$ cat config.mk
export PLATFORM = sky130hd
export DESIGN_NAME = seg7_scan_ctrl
export DESIGN_NICKNAME = d
export VERILOG_FILES = /design/src/rtl/seg7_pkg.sv /design/src/rtl/seg7_hex_decode.sv /design/src/rtl/seg7_scan_ctrl.sv
export SDC_FILE = /design/constraint.sdc
export NUM_CORES = 1
export LEC_CHECK = 0
export ABC_AREA = 1
export CORE_ASPECT_RATIO = 1.25
export CORE_MARGIN = 1
export CORE_UTILIZATION = 57
export DETAILED_ROUTE_END_ITERATION = 6
export GPL_TIMING_DRIVEN = 0
export PLACE_DENSITY = 0.81
export SKIP_CTS_REPAIR_TIMING = 1
export SLEW_MARGIN = 10
export SYNTH_ARGS = -nofsm -noshare
export SYNTH_HDL_FRONTEND = slang
export SYNTH_SLANG_ARGS = --single-unit
$ cat constraint.sdc
create_clock -name clk_in -period 2.8 [get_ports clk_in]
set_input_delay 0.56 -clock clk_in [delete_from_list [all_inputs] [get_ports clk_in]]
set_output_delay 0.56 -clock clk_in [all_outputs]
set_load 0.1 [all_outputs]
$ cat src/rtl/seg7_pkg.sv
// Shared types and constants for the 4-digit seven-segment scan controller.
// Segment patterns are active-low, bit order gfedcba.
package seg7_pkg;

    typedef enum logic {
        BLANK = 1'b0,
        SHOW  = 1'b1
    } state_t;

    localparam logic [6:0] SEG_OFF = 7'h7F;
    localparam logic [3:0] AN_OFF  = 4'hF;

    localparam logic [6:0] SEG_TABLE [0:15] = '{
        7'h40, 7'h79, 7'h24, 7'h30,
        7'h19, 7'h12, 7'h02, 7'h78,
        7'h00, 7'h10, 7'h08, 7'h03,
        7'h46, 7'h21, 7'h06, 7'h0E
    };

endpackage

$ cat src/rtl/seg7_hex_decode.sv
// Combinational hex nibble to active-low seven-segment pattern.
module seg7_hex_decode
    import seg7_pkg::*;
(
    input  logic [3:0] nibble,
    output logic [6:0] seg_n
);

    always_comb begin
        seg_n = SEG_TABLE[nibble];
    end

endmodule

$ cat src/rtl/seg7_scan_ctrl.sv
// Multiplexed 4-digit scan controller with blanking and
// frame-synchronous double-buffered loads.
module seg7_scan_ctrl
    import seg7_pkg::*;
#(
    parameter int DIV_VALUE    = 2499,
    parameter int BLANK_CYCLES = 16
) (
    input  logic        clk_in,
    input  logic        rst_n,
    input  logic [15:0] value_in,
    input  logic [3:0]  dp_in,
    input  logic [3:0]  blank_in,
    input  logic        load,
    output logic        load_ack,
    output logic [3:0]  an_n,
    output logic [6:0]  seg_n,
    output logic        dp_n,
    output logic        frame_tick
);

    localparam int PW = (DIV_VALUE > 0) ? $clog2(DIV_VALUE + 1) : 1;
    localparam logic [PW-1:0] PRE_LAST = PW'(DIV_VALUE);
    localparam logic [7:0]    BLK_LAST = 8'(BLANK_CYCLES - 1);

    state_t        state_q, state_d;
    logic [1:0]    idx_q, idx_d;
    logic [PW-1:0] pre_q, pre_d;
    logic [7:0]    blk_q, blk_d;

    logic [15:0]   sh_val_q, sh_val_d;
    logic [3:0]    sh_dp_q, sh_dp_d;
    logic [3:0]    sh_bl_q, sh_bl_d;
    logic [15:0]   pd_val_q, pd_val_d;
    logic [3:0]    pd_dp_q, pd_dp_d;
    logic [3:0]    pd_bl_q, pd_bl_d;
    logic          pend_q, pend_d;

    logic [3:0]    an_q, an_d;
    logic [6:0]    seg_q, seg_d;
    logic          dp_q, dp_d;
    logic          ack_q, ack_d;
    logic          tick_q, tick_d;

    logic [3:0]    nib_d;
    logic [6:0]    dec_d;

    seg7_hex_decode u_dec (
        .nibble (nib_d),
        .seg_n  (dec_d)
    );

    always_comb begin
        state_d  = state_q;
        idx_d    = idx_q;
        pre_d    = pre_q;
        blk_d    = blk_q;
        sh_val_d = sh_val_q;
        sh_dp_d  = sh_dp_q;
        sh_bl_d  = sh_bl_q;
        pd_val_d = pd_val_q;
        pd_dp_d  = pd_dp_q;
        pd_bl_d  = pd_bl_q;
        pend_d   = pend_q;
        ack_d    = 1'b0;
        tick_d   = 1'b0;

        unique case (state_q)
            SHOW: begin
                if (pre_q == PRE_LAST) begin
                    state_d = BLANK;
                    idx_d   = idx_q + 2'd1;
                    blk_d   = '0;
                    if (idx_q == 2'd3) begin
                        tick_d = 1'b1;
                        if (pend_q) begin
                            sh_val_d = pd_val_q;
                            sh_dp_d  = pd_dp_q;
                            sh_bl_d  = pd_bl_q;
                            ack_d    = 1'b1;
                            pend_d   = 1'b0;
                        end
                    end
                end else begin
                    pre_d = pre_q + PW'(1);
                end
            end
            BLANK: begin
                if (blk_q == BLK_LAST) begin
                    state_d = SHOW;
                    pre_d   = '0;
                end else begin
                    blk_d = blk_q + 8'd1;
                end
            end
            default: state_d = BLANK;
        endcase

        // A load on the commit edge lands in pending after the old copy moved.
        if (load) begin
            pd_val_d = value_in;
            pd_dp_d  = dp_in;
            pd_bl_d  = blank_in;
            pend_d   = 1'b1;
        end
    end

    always_comb begin
        unique case (idx_d)
            2'd0:    nib_d = sh_val_d[3:0];
            2'd1:    nib_d = sh_val_d[7:4];
            2'd2:    nib_d = sh_val_d[11:8];
            default: nib_d = sh_val_d[15:12];
        endcase
    end

    always_comb begin
        an_d  = AN_OFF;
        seg_d = SEG_OFF;
        dp_d  = 1'b1;
        if (state_d == SHOW) begin
            seg_d = dec_d;
            dp_d  = ~sh_dp_d[idx_d];
            if (!sh_bl_d[idx_d]) begin
                an_d = ~(4'b0001 << idx_d);
            end
        end
    end

    always_ff @(posedge clk_in or negedge rst_n) begin
        if (!rst_n) begin
            state_q  <= BLANK;
            idx_q    <= '0;
            pre_q    <= '0;
            blk_q    <= '0;
            sh_val_q <= '0;
            sh_dp_q  <= '0;
            sh_bl_q  <= '0;
            pd_val_q <= '0;
            pd_dp_q  <= '0;
            pd_bl_q  <= '0;
            pend_q   <= 1'b0;
            an_q     <= AN_OFF;
            seg_q    <= SEG_OFF;
            dp_q     <= 1'b1;
            ack_q    <= 1'b0;
            tick_q   <= 1'b0;
        end else begin
            state_q  <= state_d;
            idx_q    <= idx_d;
            pre_q    <= pre_d;
            blk_q    <= blk_d;
            sh_val_q <= sh_val_d;
            sh_dp_q  <= sh_dp_d;
            sh_bl_q  <= sh_bl_d;
            pd_val_q <= pd_val_d;
            pd_dp_q  <= pd_dp_d;
            pd_bl_q  <= pd_bl_d;
            pend_q   <= pend_d;
            an_q     <= an_d;
            seg_q    <= seg_d;
            dp_q     <= dp_d;
            ack_q    <= ack_d;
            tick_q   <= tick_d;
        end
    end

    assign an_n       = an_q;
    assign seg_n      = seg_q;
    assign dp_n       = dp_q;
    assign load_ack   = ack_q;
    assign frame_tick = tick_q;

endmodule

==> results of run 1 <==
-- stage by stage --
step | std cells | setup TNS [ps] | util, % | area (um^2)
final | 639 | 0 | 69.9 | 4900
after floorplan | 490 | 0 | - | 4150
after CTS | 636 | 0 | 69.2 | 4850
after detailed placement | 620 | 0 | 66.6 | 4670
after global routing | 639 | 0 | 69.9 | 4900
after global placement | 619 | -142620 | 66.2 | 4650
-- final timing paths --
| check | from | end | slack (ps) | cells past startpoint |
|---|---|---|---|---|
| worst max-delay path | pre_q[1]$_DFFE_PN0P_ | seg_n[3]$_DFF_PN1_ | 180 | 18 |
| worst min-delay path | rst_n | pd_val_q[7]$_DFFE_PN0P_ | 130 | 1 |
| worst max register to register | pre_q[1]$_DFFE_PN0P_ | seg_n[3]$_DFF_PN1_ | 180 | 18 |
| worst min register to register | pd_val_q[10]$_DFFE_PN0P_ | pd_val_q[10]$_DFFE_PN0P_ | 480 | 2 |
| max in group asynchronous | rst_n | seg_n[0]$_DFF_PN1_ | 1990 | 2 |
| min in group clk_in | pd_val_q[10]$_DFFE_PN0P_ | pd_val_q[10]$_DFFE_PN0P_ | 480 | 2 |
-- Yosys cell counts --
library cell,number
nand2_1,133
dfrtp_1,74
inv_1,61
o21ai_0,42
nor2_1,35
nand3_1,27
a21oi_1,14
dfstp_2,12
nand2_2,11
ha_1,9
nand4_1,9
nor2_2,7
nor3_1,7
clkbuf_1,6
nor2_4,4
o21a_1,4
xor2_1,4
buf_2,3
buf_6,3
inv_2,3
o21ai_1,3
a21oi_2,2
and2_1,2
nand3_2,2
nand4_2,2
o21ai_2,2
o31ai_1,2
a22o_1,1
a31oi_1,1
clkinv_2,1
nand3b_1,1
nor3_2,1
nor3_4,1
o21bai_4,1
-- layout by cell type, fill, tap and decap left out, types with 3 or more instances in the layout --
| cell type | count |
|---|---|
| clkbuf_1 | 6 |
| o21a_1 | 4 |
| a21oi_1 | 14 |
| xor2_1 | 4 |
| dfstp_2 | 12 |
| inv_1 | 61 |
| nor3_1 | 7 |
| dfrtp_1 | 74 |
| buf_4 | 4 |
| o21ai_0 | 41 |
| clkbuf_8 | 9 |
| nand4_1 | 9 |
| clkdlybuf4s50_1 | 38 |
| nand2_2 | 11 |
| nor2_1 | 35 |
| nand2_1 | 133 |
| nor2_4 | 7 |
| buf_2 | 3 |
| buf_6 | 3 |
| o21ai_1 | 4 |
| nor2_2 | 4 |
| inv_2 | 3 |
| nand3_2 | 4 |
| nand3_1 | 25 |
| inv_6 | 3 |
| ha_1 | 8 |
-- sequential cells by signal, summed over array words and instances (netlist names), 2 cells and up --
signal,count
sh_bl_q,4
sh_val_q,16
pd_val_q,16
pre_q,12
seg_n,7
idx_q,2
an_n,4
pd_bl_q,4
pd_dp_q,4
sh_dp_q,4
blk_q,8
-- routing by layer --
| metal | routed length, um | up-vias |
|---|---|---|
| met5 | 0 | - |
| met4 | 153 | 0 |
| met3 | 296 | 17 |
| met2 | 4840 | 83 |
| met1 | 3610 | 1634 |
| li1 | - | 1654 |
-- report_power, final --
part | internal, mW | switching (mW) | total, mW
Combinational | 0.0493 | 0.0655 | 0.115
Clock | 0.333 | 0.467 | 0.800
Sequential | 1.27 | 0.0103 | 1.28
-- critical path, cell delays in order (launching register included) --
cell and delay, ps:
dfrtp_1 380, ha_2 200, inv_1 80, nor2_1 100, nand2_1 90, nor2_4 120
nand4_2 140, buf_6 180, nand2_1 50, o21ai_0 110, nand2_1 100, nand3_2 120
nor2_4 180, inv_1 90, ha_1 220, nand3_1 120, nand2_1 80, nand2_1 80
nand3_1 80
-- cell type report --
type                            count  area (um^2)  area share, %
Buffer                             12         71.3           1.45
Clock inverter                      7         56.3           1.15
Timing Repair Buffer               43          438           8.93
Multi-Input combinational cell    327         1690           34.5
Clock buffer                        9          124           2.53
Tap cell                           90          113           2.30
Inverter                           65          245           5.00
Sequential cell                    86         2170           44.2
-- logic make-up after synthesis --
family,count (synthesis)
and+or+nand+nor,242
DFF,86
buffers and inverters,77
AOI/OAI and AO/OA,72
adders and majority gates,9
xor gates and xnor gates,4
==> flow_metrics.py, run 1 <==
metrics = {
    "status": {
        "status": "complete, no violations",
    },
    "run": {
        "drv_cap": 0,
    },
    "sta": {
        "layout_setup_ws_ps": 179,
        "worstMarginPinSlew_ps": 981,
        "holdWs_ps": 134,
        "setup_viol": 0,
        "relSlewSlack_pct": 34.4,
        "layout_min_cycle_time_ps": 2620,
        "clock.fmax_ghz": 0.382,
        "drv_slew": 0,
        "clock_skew_ps": 9.43,
        "period_share_pct": 93.6,
        "rsz0062_at_grt": "false",
        "hold_violations": 0,
    },
    "clock_tree": {
        "clk-insertion-delay-late_ps": 360,
        "cts_buffers": 9,
        "cts_tree": "done",
        "clkSinkCount": 86,
        "htreeDepth": 3,
        "clock-root-buffer": "clkbuf_8",
        "clk_pin_slew_ps": 90,
        "clock_path_buffers": 2,
    },
    "synth": {
        "syn_area_um2": 4150,
        "synth_top_family_by_area": "simple AND/OR/NAND/NOR gates",
        "synth_compound_area_share_pct": 9.87,
        "yosysWarnings": 0,
        "synth_area_leaders": "dfrtp_1 (45%), nand2_1 (12%), dfstp_2 (7.6%), inv_1 (5.5%), o21ai_0 (5.1%)",
        "syn_nets": 526,
        "synth_xor_area_share_pct": 0.845,
        "synth_largest_area_cell": "dfrtp_1",
        "synthDistinctLibCells": 34,
        "synthMuxAreaShare_pct": 0,
        "synth_fa_ha_area_share_pct": 2.72,
        "synthCells": 490,
        "synth.top_cell.area_share_pct": 44.7,
        "seq_area_frac_synth_pct": 52.3,
        "synthSimpleGateAreaFrac_pct": 26.7,
        "ys_seq_elements": 86,
        "postSynthAreaPerCell_um2": 8.46,
    },
    "grt": {
        "grt_use_met1_pct": 30.3,
        "antenna_found_initial": 0,
        "gr-usage-met2_pct": 47.2,
        "met3_usage_pct": 4.79,
        "grt_first_pass_wirelength_mm": 15.5,
        "overflow": 0,
        "track_usage_pct": 26.1,
        "grt_max_degree": 58,
        "grt-busiest-layer": "met2",
        "grt_pass1_vias": 3455,
    },
    "drt": {
        "first_pass_iters": 4,
        "antenna_left": 0,
        "vias": 3388,
        "routedWlPerCell_um": 13.9,
        "drt_iter0_markers": 124,
        "drc": 0,
        "wl_mm": 8.90,
        "vias_per_cell": 5.30,
    },
    "die": {
        "core_area_um2": 7020,
        "die_y_um": 97.4,
        "die_area_um2": 7620,
        "ios": 41,
        "die_w_um": 78.3,
        "start_util_pct": 59.1,
        "fp-row-count": 34,
    },
    "placed_design": {
        "pre_cts_slack_ps": 41.1,
        "io_buffers": 39,
        "dp_hpwl_mm": 6.45,
        "gp_congestion": 0.832,
    },
    "finish": {
        "synthToLayoutAreaGrowth_pct": 18.3,
        "nNetsFinal": 580,
        "n_fill_cell": 563,
        "drive_above_1_share_pct": 14.4,
        "antennaDiodeCount": 0,
    },
    "hold_path": {
        "hold_path.class": "primary input to asynchronous set/reset pin",
    },
    "pwr": {
        "vdd_drop_max_mv": 0.372,
        "powerDensity_nw_per_um2": 448,
        "power_mw": 2.20,
        "leakagePower_nw": 2.42,
    },
    "critical_path": {
        "worstPathArrival_ps": 2890,
        "critPathCaptureType": "flop",
        "worstPathMaxFanout": 10,
        "start_kind": "flop",
        "crit_type": "flop to flop",
        "crit_required_ps": 3070,
    },
}
Note: power is estimated with default switching activity, not from simulation.
==> inputs of run 2 (changes only) <==
--- a/config.mk
+++ b/config.mk
@@ -6,6 +6,7 @@
 export NUM_CORES = 1
 export LEC_CHECK = 0
 export ABC_AREA = 1
+export CAP_MARGIN = 0
 export CORE_ASPECT_RATIO = 1.25
 export CORE_MARGIN = 1
 export CORE_UTILIZATION = 57
==> constraint.sdc (replaced) <==
create_clock -name clk_in -period 2.8 [get_ports clk_in]
set_input_delay 0.56 -clock clk_in [delete_from_list [all_inputs] [get_ports clk_in]]
set_output_delay 0.56 -clock clk_in [all_outputs]
set_load 0.05 [all_outputs]
==> results of run 2 <==
The final DEF is identical to that of run 1. Status: complete, no violations.
==> inputs of run 3 (changes only) <==
--- a/config.mk
+++ b/config.mk
@@ -12,6 +12,7 @@
 export CORE_UTILIZATION = 57
 export DETAILED_ROUTE_END_ITERATION = 6
 export GPL_TIMING_DRIVEN = 0
+export MAX_ROUTING_LAYER = met4
 export PLACE_DENSITY = 0.81
 export SKIP_CTS_REPAIR_TIMING = 1
 export SLEW_MARGIN = 10
==> run 3 against run 2 <==
Net effect:
- die area stayed put
- clock-buffer cell count is the same
- critical path depth stayed put
- flip-flop and latch count is the same
- worst hold slack worse by 4.1 ps
- highest routed layer unchanged
==> flow_metrics.py, run 3 (synthesis results as in run 1) <==
metrics = {
    "status": {
        "status": "complete, no violations",
    },
    "sta": {
        "layout_min_cycle_time_ps": 2620,
        "period_share_pct": 93.5,
        "holdWs_ps": 130,
        "clock.fmax_ghz": 0.382,
        "rsz0062_at_grt": "false",
        "setup_tns_ps": 0,
        "worstMarginPinSlew_ps": 509,
        "hold_violations": 0,
        "clock_skew_ps": 9.84,
        "drv_slew": 0,
        "setup_viol": 0,
        "relSlewSlack_pct": 66.0,
        "layout_setup_ws_ps": 181,
    },
    "pwr": {
        "powerDensity_nw_per_um2": 448,
        "p_sw_share_pct": 24.7,
        "vdd_drop_max_mv": 0.373,
        "p_int_mw": 1.65,
        "power_frac_clock_pct": 36.4,
        "switchingPower_uw": 544,
        "share_seq_of_total_power_pct": 58.3,
        "pwr-share-comb_pct": 5.2,
        "leakagePower_nw": 2.42,
        "power_mw": 2.20,
    },
    "drt": {
        "wl_met3_um": 273,
        "m1WireLength_mm": 3.66,
        "drt_iter0_markers": 135,
        "vias_per_cell": 5.30,
        "routedWlPerCell_um": 13.9,
        "antenna_left": 0,
        "wl_met2_mm": 4.83,
        "wl_mm": 8.90,
        "drc": 0,
        "first_pass_iters": 4,
        "vias": 3387,
        "top_layer": "met4",
    },
    "finish": {
        "synthToLayoutAreaGrowth_pct": 18.3,
        "nNetsFinal": 580,
        "most-common-layout-cells": "nand2_1 (133), dfrtp_1 (74), inv_1 (61)",
        "n_fill_cell": 563,
        "seq_area_um2": 2170,
        "multiInputGateArea_um2": 1690,
        "fin_area_um2": 4900,
        "antennaDiodeCount": 0,
        "reg.largest.list": "pd_val_q: 16 flops, sh_val_q: 16 flops, pre_q: 12 flops",
        "drive_above_1_share_pct": 14.4,
        "final_common_cell": "nand2_1",
    },
    "hold_path": {
        "hold_path.class": "primary input to asynchronous set/reset pin",
    },
    "grt": {
        "grt_max_degree": 58,
        "antenna_found_initial": 0,
        "grt_first_pass_wirelength_mm": 15.4,
        "track_usage_pct": 26.8,
        "overflow": 0,
        "grt_pass1_vias": 3444,
    },
    "clock_tree": {
        "clock_path_buffers": 2,
        "clkSinkCount": 86,
        "clk-insertion-delay-late_ps": 360,
        "cts_buffers": 9,
        "clk_pin_slew_ps": 90,
        "clock-root-buffer": "clkbuf_8",
        "cts_tree": "done",
        "htreeDepth": 3,
    },
    "die": {
        "start_util_pct": 59.1,
        "die_area_um2": 7620,
        "fp-row-count": 34,
        "ios": 41,
        "die_w_um": 78.3,
        "core_area_um2": 7020,
        "die_y_um": 97.4,
    },
    "critical_path": {
        "worstPathMaxFanout": 10,
        "critPathCaptureType": "flop",
        "path_buf_inv": 3,
        "crit_required_ps": 3070,
        "crit_type": "flop to flop",
        "worstPathArrival_ps": 2890,
        "cp_cell_sequence": "ha_2 -> inv_1 -> nor2_1 -> nand2_1 -> nor2_4 -> nand4_2 -> buf_6 -> nand2_1 -> o21ai_0 -> nand2_1 -> nand3_2 -> nor2_4 -> inv_1 -> ha_1 -> nand3_1 -> nand2_1 -> nand2_1 -> nand3_1",
        "path_common_cell": "nand2_1",
        "slowest_delay_ps": 380,
        "start_kind": "flop",
        "slowest_stage": "dfrtp_1",
        "crit_family": "simple AND/OR/NAND/NOR gates",
    },
    "placed_design": {
        "dp_hpwl_mm": 6.45,
        "dpl_cell_area_um2": 4670,
        "io_buffers": 39,
        "pre_cts_slack_ps": 41.1,
        "gp_congestion": 0.845,
    },
    "run": {
        "drv_cap": 0,
    },
}
==> run 3: power by group through the flow <==
stage | logic, mW | clock network, mW | registers (mW)
3_5_place_dp | 0.116 | 0 | 1.31
4_1_cts | 0.117 | 0.818 | 1.28
5_1_grt | 0.132 | 0.867 | 1.29
3_3_place_gp | 0.108 | 0 | 1.31
2_1_floorplan | 0.0386 | 0 | 1.30
6_report | 0.115 | 0.801 | 1.28
==> run 3: routing by layer <==
metal | GRT usage [%] | up-vias
met5 | - | -
met1 | 30.4 | 1645
met4 | 9.83 | 0
met2 | 47.1 | 72
met3 | 4.60 | 14
li1 | - | 1656
==> run 3: cell type report <==
cell class | instances | share of cell area (%)
plain buffers | 12 | 1.45
clock buffers | 9 | 2.53
flip-flops and latches | 86 | 44.2
repair buffers | 43 | 8.93
well taps | 90 | 2.30
inverters | 65 | 5.00
multi-input cells | 327 | 34.5
clock inverters | 7 | 1.15
==> run 3: stage by stage <==
stage               instances  util [%]
floorplan                 490         -
global placement          619      66.2
detailed placement        620      66.6
CTS                       636      69.2
global route              639      69.9
finish                    639      69.9
==> run 3: path summary, 6_finish.rpt <==
| kind | start | endpoint | slack, ps | cells past startpoint |
|---|---|---|---|---|
| setup / recovery | pre_q[1]$_DFFE_PN0P_ | seg_n[3]$_DFF_PN1_ | 180 | 18 |
| hold / removal | rst_n | pd_val_q[7]$_DFFE_PN0P_ | 130 | 1 |
| setup reg to reg | pre_q[1]$_DFFE_PN0P_ | seg_n[3]$_DFF_PN1_ | 180 | 18 |
| hold reg to reg | pd_val_q[10]$_DFFE_PN0P_ | pd_val_q[10]$_DFFE_PN0P_ | 490 | 2 |
| max in group asynchronous | rst_n | seg_n[0]$_DFF_PN1_ | 1990 | 2 |
| min in group clk_in | pd_val_q[10]$_DFFE_PN0P_ | pd_val_q[10]$_DFFE_PN0P_ | 490 | 2 |
==> run 3: worst register-to-register path, cell delays in order, from the launching register on <==
cell	delay (ps)
dfrtp_1	380
ha_2	200
inv_1	80
nor2_1	90
nand2_1	90
nor2_4	120
nand4_2	140
buf_6	180
nand2_1	50
o21ai_0	120
nand2_1	100
nand3_2	120
nor2_4	180
inv_1	90
ha_1	220
nand3_1	120
nand2_1	80
nand2_1	70
nand3_1	80
